### src/rtl/rmc_read_requester_if.sv
// Command, request-fifo, read-fifo and response signals between the host-side
// read requester and its surroundings (command source, cpu_rmc fifos, response sink).
interface rmc_read_requester_if #(
  parameter int DATA_W = 32,
  parameter int LEN_W  = 8
);
  logic                    cmd_valid;
  logic                    cmd_ready;
  logic [DATA_W-LEN_W-1:0] cmd_addr;
  logic [LEN_W-1:0]        cmd_len;
  logic [DATA_W-1:0]       req_fifo_data_in;
  logic                    req_fifo_enq;
  logic                    req_fifo_wrfull;
  logic [DATA_W-1:0]       read_fifo_data_out;
  logic                    read_fifo_deq;
  logic                    read_fifo_rdempty;
  logic                    rsp_valid;
  logic                    rsp_ready;
  logic [DATA_W-1:0]       rsp_data;
  logic [LEN_W-1:0]        rsp_idx;
  logic                    rsp_last;

  modport master (
    input  cmd_valid, cmd_addr, cmd_len, req_fifo_wrfull,
           read_fifo_data_out, read_fifo_rdempty, rsp_ready,
    output cmd_ready, req_fifo_data_in, req_fifo_enq, read_fifo_deq,
           rsp_valid, rsp_data, rsp_idx, rsp_last
  );

  modport slave (
    output cmd_valid, cmd_addr, cmd_len, req_fifo_wrfull,
           read_fifo_data_out, read_fifo_rdempty, rsp_ready,
    input  cmd_ready, req_fifo_data_in, req_fifo_enq, read_fifo_deq,
           rsp_valid, rsp_data, rsp_idx, rsp_last
  );
endinterface

### src/rtl/rmc_read_requester.sv
// Host-side read requester for cpu_rmc: packs read commands into request words,
// then frames the returned data words per command (index, last) on a valid/ready port.
module rmc_read_requester #(
  parameter int DATA_W          = 32,
  parameter int LEN_W           = 8,
  parameter int MAX_WORDS       = 8,
  parameter int MAX_OUTSTANDING = 4,
  localparam int PTR_W          = $clog2(MAX_OUTSTANDING),
  localparam int CNT_W          = PTR_W + 1
) (
  input  logic                 clk,
  input  logic                 rstn,
  rmc_read_requester_if.master bus,
  output logic                 busy,
  output logic [CNT_W-1:0]     outstanding,
  output logic                 err_len,
  output logic                 err_stray
);

  typedef enum logic {IDLE, STREAM} state_t;

  state_t           state, state_next;
  logic [LEN_W-1:0] len_q [MAX_OUTSTANDING];
  logic [PTR_W-1:0] wr_ptr, rd_ptr;
  logic [CNT_W-1:0] count;
  logic [LEN_W-1:0] idx, idx_next, head_len;
  logic             len_ok, accept, push, pop, stray;

  // cmd_ready is forced low while reset is asserted so nothing can be accepted or enqueued.
  assign len_ok                = (bus.cmd_len != '0) && (bus.cmd_len <= LEN_W'(MAX_WORDS));
  assign bus.cmd_ready         = rstn && !bus.req_fifo_wrfull && (count < CNT_W'(MAX_OUTSTANDING));
  assign accept                = bus.cmd_valid && bus.cmd_ready;
  assign push                  = accept && len_ok;
  assign bus.req_fifo_enq      = push;
  assign bus.req_fifo_data_in  = push ? {bus.cmd_len, bus.cmd_addr} : '0;
  assign head_len              = len_q[rd_ptr];
  assign outstanding           = count;
  assign busy                  = (count != '0);

  always_comb begin
    state_next         = state;
    idx_next           = idx;
    pop                = 1'b0;
    stray              = 1'b0;
    bus.rsp_valid      = 1'b0;
    bus.rsp_data       = '0;
    bus.rsp_idx        = '0;
    bus.rsp_last       = 1'b0;
    bus.read_fifo_deq  = 1'b0;
    case (state)
      IDLE: begin
        idx_next = '0;
        if (count != '0 || push) begin
          state_next = STREAM;
        end
        // A word arriving with nothing in flight has no owner and is drained.
        if (rstn && count == '0 && !bus.read_fifo_rdempty) begin
          bus.read_fifo_deq = 1'b1;
          stray             = 1'b1;
        end
      end
      STREAM: begin
        if (!bus.read_fifo_rdempty) begin
          bus.rsp_valid = 1'b1;
          bus.rsp_data  = bus.read_fifo_data_out;
        end
        bus.rsp_idx  = idx;
        bus.rsp_last = (idx == head_len - LEN_W'(1));
        if (bus.rsp_valid && bus.rsp_ready) begin
          bus.read_fifo_deq = 1'b1;
          if (bus.rsp_last) begin
            pop      = 1'b1;
            idx_next = '0;
            // Stay in STREAM without a bubble when another command is queued or arriving.
            if (count == CNT_W'(1) && !push) begin
              state_next = IDLE;
            end
          end else begin
            idx_next = idx + LEN_W'(1);
          end
        end
      end
      default: state_next = IDLE;
    endcase
  end

  always_ff @(posedge clk or negedge rstn) begin
    if (!rstn) begin
      state     <= IDLE;
      idx       <= '0;
      count     <= '0;
      wr_ptr    <= '0;
      rd_ptr    <= '0;
      err_len   <= 1'b0;
      err_stray <= 1'b0;
    end else begin
      state     <= state_next;
      idx       <= idx_next;
      count     <= count + CNT_W'(push) - CNT_W'(pop);
      err_len   <= accept && !len_ok;
      err_stray <= stray;
      if (push) begin
        wr_ptr <= wr_ptr + PTR_W'(1);
      end
      if (pop) begin
        rd_ptr <= rd_ptr + PTR_W'(1);
      end
    end
  end

  // Length storage needs no reset: emptiness is tracked by count alone.
  always_ff @(posedge clk) begin
    if (push) begin
      len_q[wr_ptr] <= bus.cmd_len;
    end
  end

endmodule

### src/flat_wrapper.sv
// flat-port wrapper written by rule: the top's interface ports become plain ports
module rmc_read_requester_flat 
#(
  parameter int DATA_W          = 32,
  parameter int LEN_W           = 8,
  parameter int MAX_WORDS       = 8,
  parameter int MAX_OUTSTANDING = 4,
  localparam int PTR_W          = $clog2(MAX_OUTSTANDING),
  localparam int CNT_W          = PTR_W + 1
)
  (clk, rstn, busy, outstanding, err_len, err_stray, bus_cmd_valid, bus_cmd_addr, bus_cmd_len, bus_req_fifo_wrfull, bus_read_fifo_data_out, bus_read_fifo_rdempty, bus_rsp_ready, bus_cmd_ready, bus_req_fifo_data_in, bus_req_fifo_enq, bus_read_fifo_deq, bus_rsp_valid, bus_rsp_data, bus_rsp_idx, bus_rsp_last);
  rmc_read_requester_if #(.DATA_W(DATA_W), .LEN_W(LEN_W)) bus_i ();
  input  logic clk;
  input  logic rstn;
  output logic busy;
  output logic [CNT_W-1:0] outstanding;
  output logic err_len;
  output logic err_stray;
  input wire logic [$bits(bus_i.cmd_valid)-1:0] bus_cmd_valid;
  input wire logic [$bits(bus_i.cmd_addr)-1:0] bus_cmd_addr;
  input wire logic [$bits(bus_i.cmd_len)-1:0] bus_cmd_len;
  input wire logic [$bits(bus_i.req_fifo_wrfull)-1:0] bus_req_fifo_wrfull;
  input wire logic [$bits(bus_i.read_fifo_data_out)-1:0] bus_read_fifo_data_out;
  input wire logic [$bits(bus_i.read_fifo_rdempty)-1:0] bus_read_fifo_rdempty;
  input wire logic [$bits(bus_i.rsp_ready)-1:0] bus_rsp_ready;
  output wire logic [$bits(bus_i.cmd_ready)-1:0] bus_cmd_ready;
  output wire logic [$bits(bus_i.req_fifo_data_in)-1:0] bus_req_fifo_data_in;
  output wire logic [$bits(bus_i.req_fifo_enq)-1:0] bus_req_fifo_enq;
  output wire logic [$bits(bus_i.read_fifo_deq)-1:0] bus_read_fifo_deq;
  output wire logic [$bits(bus_i.rsp_valid)-1:0] bus_rsp_valid;
  output wire logic [$bits(bus_i.rsp_data)-1:0] bus_rsp_data;
  output wire logic [$bits(bus_i.rsp_idx)-1:0] bus_rsp_idx;
  output wire logic [$bits(bus_i.rsp_last)-1:0] bus_rsp_last;
  assign bus_i.cmd_valid = bus_cmd_valid;
  assign bus_i.cmd_addr = bus_cmd_addr;
  assign bus_i.cmd_len = bus_cmd_len;
  assign bus_i.req_fifo_wrfull = bus_req_fifo_wrfull;
  assign bus_i.read_fifo_data_out = bus_read_fifo_data_out;
  assign bus_i.read_fifo_rdempty = bus_read_fifo_rdempty;
  assign bus_i.rsp_ready = bus_rsp_ready;
  assign bus_cmd_ready = bus_i.cmd_ready;
  assign bus_req_fifo_data_in = bus_i.req_fifo_data_in;
  assign bus_req_fifo_enq = bus_i.req_fifo_enq;
  assign bus_read_fifo_deq = bus_i.read_fifo_deq;
  assign bus_rsp_valid = bus_i.rsp_valid;
  assign bus_rsp_data = bus_i.rsp_data;
  assign bus_rsp_idx = bus_i.rsp_idx;
  assign bus_rsp_last = bus_i.rsp_last;
  rmc_read_requester #(.DATA_W(DATA_W), .LEN_W(LEN_W), .MAX_WORDS(MAX_WORDS), .MAX_OUTSTANDING(MAX_OUTSTANDING)) u_core (.clk(clk), .rstn(rstn), .bus(bus_i), .busy(busy), .outstanding(outstanding), .err_len(err_len), .err_stray(err_stray));
endmodule
### config.mk
export PLATFORM = sky130hd
export DESIGN_NAME = rmc_read_requester_flat
export DESIGN_NICKNAME = d
export VERILOG_FILES = /design/src/rtl/rmc_read_requester_if.sv /design/src/rtl/rmc_read_requester.sv /design/src/flat_wrapper.sv
export SDC_FILE = /design/constraint.sdc
export NUM_CORES = 1
export LEC_CHECK = 0
export CAP_MARGIN = 20
export CORE_MARGIN = 1.5
export CORE_UTILIZATION = 40
export CTS_CLUSTER_DIAMETER = 100
export DETAILED_ROUTE_END_ITERATION = 10
export GPL_ROUTABILITY_DRIVEN = 1
export PLACE_DENSITY = 0.81
export SYNTH_ARGS = -nofsm -noshare
export SYNTH_HDL_FRONTEND = slang
export SYNTH_SLANG_ARGS = --single-unit
export TNS_END_PERCENT = 100
### constraint.sdc
create_clock -name clk -period 6.2 [get_ports clk]
set_input_delay 0.62 -clock clk [delete_from_list [all_inputs] [get_ports clk]]
set_output_delay 0.62 -clock clk [all_outputs]
set_load 0.02 [all_outputs]
* After elaboration in Yosys (flattened, before gate mapping)
Memories as Yosys holds them, arrays and structs flattened.
Cells that the tools add are included.
** Word-level totals
- Flip-flop bits (word level) :: 18
- Bits in writable memories :: 32
- Input port bits :: 70
- Logic and storage cells :: 63
- Memories kept :: 1
** Cells by class
- $add $sub $neg :: 6
- Order comparisons :: 2
- Equality and inequality tests :: 3
- Multiplexer cells :: 25
- Bitwise gates (word level) :: 1
- Reductions and logical operators :: 18
** Memories
- u_core.len_q :: depth 4, bits a word 8, read ports 1, clocked after Yosys merged registers in 0, write ports 1, line rmc_read_requester.sv:23 : logic [LEN_W-1:0] len_q [MAX_OUTSTANDING];
** Operator list (count)
- $mux 32 :: 3
- $mux 8 :: 3
- $mux 1 :: 16
- $pmux 8 s2 :: 1
- $logic_and 1x1->1 :: 10
- $add 8x1->8 const B :: 1
- $eq 8x8->1 :: 1
- $le 8x4->1 const B :: 1
- $reduce_bool 8->1 :: 1
- $sub 8x1->8 const B :: 1
- $add 2x1->2 const B :: 2
- $logic_not 1->1 :: 4
- $pmux 1 s2 :: 2
- $add 3x1->3 :: 1
- $eq 3x1->1 const B :: 1
- $logic_not 3->1 :: 1
- $lt 3x3->1 const B :: 1
- $reduce_bool 3->1 :: 1
- $sub 3x1->3 :: 1
- $ne 2x2->1 const B :: 1
- $logic_or 1x1->1 :: 1
- $not 1->1 :: 1

* Depth between registers and ports, before layout
- Word-level depth :: 11
- Gate-level depth with buffers :: 17

* Worst setup path before layout
Ideal clock, no wire load.
- Kind :: register to register
- From :: reg u_core.rd_ptr[0]
- To :: reg u_core.count[2] (netlist: u_core.outstanding[2])
- Library setup time :: 131 ps
- Arrival time :: 3493 ps
- Data required time :: 6069 ps
- Slack :: 2576 ps
- Cell stages (with the launch flop) :: 18
- Buffers on the path :: 1
- Clock period less this slack :: 3624 ps
- Cell sequence :: dfrtp_1 buf_6 mux4_2 inv_1 ha_1 xor2_1 xnor2_1 nand3_1 nor4_4 nand3_1 inv_1 ha_1 inv_1 ha_1 inv_1 fa_1 xnor2_1 xnor2_1
** Between the ends
- Longest elaborated chain between the ends :: 7
** Ends and longest elaborated chain
- start, declared :: line rmc_read_requester.sv:24 : logic [PTR_W-1:0] wr_ptr, rd_ptr;
- start signal, assigned :: line rmc_read_requester.sv:106 : rd_ptr <= rd_ptr + PTR_W'(1);
- $mem_v2 4x8
- $sub 8x1->8 :: line rmc_read_requester.sv:68 : bus.rsp_last = (idx == head_len - LEN_W'(1));
- $eq 8x8->1 :: line rmc_read_requester.sv:68
- $mux 1 :: line rmc_read_requester.sv:71 : if (bus.rsp_last) begin
- $mux 1 :: line rmc_read_requester.sv:69 : if (bus.rsp_valid && bus.rsp_ready) begin
- $mux 1 :: line rmc_read_requester.sv:50 : case (state)
- net u_core.pop :: line rmc_read_requester.sv:27 : logic len_ok, accept, push, pop, stray;
- $sub 3x1->3 :: line rmc_read_requester.sv:99 : count <= count + CNT_W'(push) - CNT_W'(pop);
- end signal, assigned :: line rmc_read_requester.sv:99
- end, declared :: line rmc_read_requester.sv:25 : logic [CNT_W-1:0] count;
The timed path passes the listed nets, and every way through them passes these cells.
A chain may end at the register's enable or synchronous reset.

* Worst setup path after layout
- From :: reg u_core.rd_ptr[0]
- To :: out bus_rsp_last
** Between the ends
- Longest elaborated chain between the ends :: 4
** Ends and longest elaborated chain
- $mem_v2 4x8
- $sub 8x1->8 :: line rmc_read_requester.sv:68
- $eq 8x8->1 :: line rmc_read_requester.sv:68
- $mux 1 :: line rmc_read_requester.sv:50
- end, declared :: line flat_wrapper.sv:33 : output wire logic [$bits(bus_i.rsp_last)-1:0] bus_rsp_last;
Every way passes these cells.

==> results.py <==
metrics = {
    "timing": {
        "rsz0062_at_grt": "false",
        "timing.fmax_ghz": 0.2269,
        "fin_tns_setup_ns": 0,
        "period_share_pct": 71.09,
        "tightest_slew_ns": 0.9544,
        "hold_viol_final": 0,
        "timing.hold.ws_ns": 0.5643,
        "skew_ns": 0.004162,
        "finalSetupViolCount": 0,
        "slew-limit-headroom_pct": 36.37,
        "final.min_clock_period_ns": 4.408,
        "final_max_slew_viol_count": 0,
    },
    "hold_path": {
        "min_from": "u_core.outstanding[2]$_DFF_PN0_",
        "hold_class": "reg2reg",
    },
    "synth": {
        "synth_compound_area_share_pct": 4.876,
        "ys_seq_area_share_pct": 47.41,
        "synthAdderAreaFrac_pct": 4.035,
        "synth.mux.area_fraction_pct": 7.692,
        "netlist_instances": 264,
        "synthSimpleGateAreaFrac_pct": 26.02,
        "synth_top_family_by_area": "simple AND/OR/NAND/NOR gates",
        "ys_ff_latch": 50,
        "synth_xor_area_share_pct": 5.296,
        "syn_avg_cell_area_sq_um": 11.28,
        "ys_warn_count": 0,
        "yosysUniqueCellTypes": 39,
        "synth_area_sq_mm": 0.002977,
    },
    "floorplan": {
        "die_h_microns": 89.27,
        "die-area_sq_mm": 0.007968,
        "io_pins": 153,
        "core_area_sq_mm": 0.007214,
        "initial_core_util_pct": 41.26,
        "row_count": 31,
        "dieWidth_microns": 89.27,
    },
    "worst_setup_path": {
        "required_ns": 5.58,
        "timing.rr.start": "u_core.rd_ptr[0]$_DFFE_PN0P_",
        "critPathSlowestCell": "dfrtp_1",
        "slowest_delay_ns": 0.68,
        "cp-end-kind": "output pin",
        "crit_path_start_kind": "flop",
        "crit_type": "reg2out",
        "worstPathMaxFanout": 11,
        "cp_cell_sequence": "mux4_2, inv_1, ha_1, xor2_1, xnor2_1, nand3_1, nor4_4, nand2_2, nor2_1, clkdlybuf4s50_1",
        "arrival_ns": 3.79,
        "startpoint": "u_core.rd_ptr[0]$_DFFE_PN0P_",
    },
    "drt": {
        "dr.first_iter.drc_count": 103,
        "remaining_drc_errors": 0,
        "wl_microns": 7385,
        "via_per_inst": 4.879,
        "dr_total_vias": 2459,
        "dr.pass1.iters": 4,
        "drt.antenna.violating_nets": 0,
        "wl_per_cell_microns": 14.65,
    },
    "clock_tree": {
        "post_cts_buffers": 0,
        "cts_buffers": 5,
        "cts_tree": "built",
        "worst_skew_pair.late_latency_ns": 0.30,
        "h-tree-depth": 2,
        "clkSinkCount": 50,
        "clock_path_buffers": 2,
        "ctsRootBufferMaster": "clkbuf_8",
        "path_clk_slew_ns": 0.09,
        "ctsResizeCount": 0,
        "cts.hold.buffers_added": 0,
    },
    "layout": {
        "register_area_sq_mm": 0.001411,
        "nets": 483,
        "final_cells": 504,
        "final_util_pct": 63.77,
        "layout-drive-gt1-share_pct": 4.691,
        "diodes": 0,
        "area_delta_synth_final_pct": 54.56,
        "fillCellCount": 593,
        "multi_input_area_sq_mm": 0.001441,
    },
    "grt": {
        "first_global_vias": 2400,
        "grt_overflow": 0,
        "antenna_found_initial": 0,
        "grt_first_pass_wirelength_microns": 11320,
        "grt.total_usage_pct": 18.59,
        "grt_max_degree": 44,
    },
    "placement": {
        "dp_cells": 496,
        "hpwl_microns": 5813,
        "io_buffer_count": 148,
        "gp_congestion": 0.7832,
    },
    "power": {
        "p_per_area_mw_per_mm2": 212.3,
        "power.leakage_nw": 1.879,
        "ir_drop_uv": 107.6,
    },
    "run": {
        "drv_cap": 0,
    },
    "run_status": {
        "status": "completed",
    },
}
[state kept, by name, indices dropped and copies added, names as in the netlist]
register            cells
u_core.len_q           32
u_core.wr_ptr           2
u_core.rd_ptr           2
u_core.err_len          1
u_core.outstanding      3
u_core.idx              8
u_core.state            1
u_core.err_stray        1
[per-layer routing]
| metal | vias up | track usage, % | routed length [microns] |
|---|---|---|---|
| met1 | 1147 | 24.97 | 3216 |
| li1 | 1214 | - | - |
| met4 | 0 | 5.874 | 116 |
| met5 | - | 0 | 0 |
| met3 | 9 | 3.878 | 366 |
| met2 | 89 | 30.35 | 3685 |
[placed cells by master (no fill, tap or decap), types with 3 or more instances in the layout]
master | Yosys | routed
a21o_1 | 5 | 5
a221oi_1 | 5 | 5
and2_1 | 41 | 41
and3_1 | 37 | 37
clkbuf_8 | 0 | 5
clkdlybuf4s50_1 | 0 | 148
conb_1 | 1 | 4
dfrtp_1 | 18 | 18
edfxtp_1 | 32 | 32
ha_1 | 8 | 8
inv_1 | 11 | 11
mux4_1 | 7 | 7
nand2_1 | 9 | 9
nand2b_1 | 6 | 6
nand3_1 | 5 | 5
nor2_1 | 14 | 14
or2_2 | 3 | 3
xnor2_1 | 11 | 11
xor2_1 | 7 | 7
[power breakdown]
group          switching [mW]  total, mW  internal (mW)
combinational           0.156      0.350          0.194
sequential             0.0520      0.435          0.383
clock                   0.110      0.192         0.0814
total                   0.318      0.977          0.658
[path summary, 6_finish.rpt]
check / end / slack [ns] / cells after the start
min in group asynchronous: u_core.idx[6]$_DFFE_PN0P_ / 0.64 / 2
max in group asynchronous: u_core.err_len$_DFF_PN0_ / 5.36 / 2
max: bus_rsp_last / 1.79 / 10
min reg2reg: u_core.outstanding[2]$_DFF_PN0_ / 0.56 / 1
min: u_core.outstanding[2]$_DFF_PN0_ / 0.56 / 1
max reg2reg: u_core.outstanding[2]$_DFF_PN0_ / 2.06 / 16
[cells by family after synthesis]
family	Yosys count
other	1
adders and majority gates	9
AOI/OAI and AO/OA	18
and+or+nand+nor	129
muxes	9
buffers and inverters	30
xor gates and xnor gates	18
DFF	50
[worst max-delay path, delay by kind of cell, from the launching register on]
kind,cells,cell delay (ns)
XOR/XNOR,2,0.33
adder cells (fa/ha/maj),1,0.20
buffers and inverters,2,0.71
flip-flops,1,0.68
multiplexers,1,0.64
AND/OR/NAND/NOR,4,0.94
[area by class of cell]
type	instances	share of cell area [%]
Clock inverter	3	0.5439
Clock buffer	5	1.496
Multi-Input combinational cell	187	31.33
Sequential cell	50	30.68
Inverter	11	0.8975
Timing Repair Buffer	149	32.36
Tap cell	99	2.692
[per-stage QoR]
step,instance area (sq um),power (mW),setup slack (ns)
after detailed placement,4507,0.7929,2.006
after global routing,4601,1.034,1.505
after global placement,4507,0.7860,2.139
final,4601,0.9766,1.792
after floorplan,2988,0.6348,2.576
after CTS,4601,0.9843,1.740
[cells in the mapped netlist]
cell | number | area share, %
edfxtp_1 | 32 | 32
a22o_2 | 1 | 0.34
or3_1 | 1 | 0.21
buf_6 | 1 | 0.38
ha_1 | 8 | 3.4
inv_1 | 11 | 1.4
nand3b_1 | 2 | 0.50
nand3_1 | 5 | 0.84
a21o_1 | 5 | 1.3
or4_1 | 1 | 0.25
mux4_2 | 2 | 1.5
and2_1 | 41 | 8.6
fa_1 | 1 | 0.67
nor3_1 | 2 | 0.34
buf_4 | 4 | 1.0
o211ai_1 | 1 | 0.25
a41o_2 | 1 | 0.38
and3_1 | 37 | 7.8
nor3_4 | 1 | 0.55
nor4_4 | 1 | 0.71
buf_1 | 1 | 0.13
nor3b_1 | 2 | 0.50
a32o_1 | 2 | 0.67
a221oi_1 | 5 | 1.5
nand2_2 | 1 | 0.21
nor2_1 | 14 | 1.8
nand4_1 | 2 | 0.42
nand2b_1 | 6 | 1.3
nand4b_1 | 1 | 0.29
a21oi_1 | 2 | 0.34
conb_1 | 1 | 0.13
dfrtp_1 | 18 | 15
o21ai_0 | 1 | 0.17
xor2_1 | 7 | 2.1
clkbuf_1 | 13 | 1.6
or2_2 | 3 | 0.63
mux4_1 | 7 | 6.2
xnor2_1 | 11 | 3.2
nand2_1 | 9 | 1.1
No activity file was read; power rests on OpenSTA's default activity.
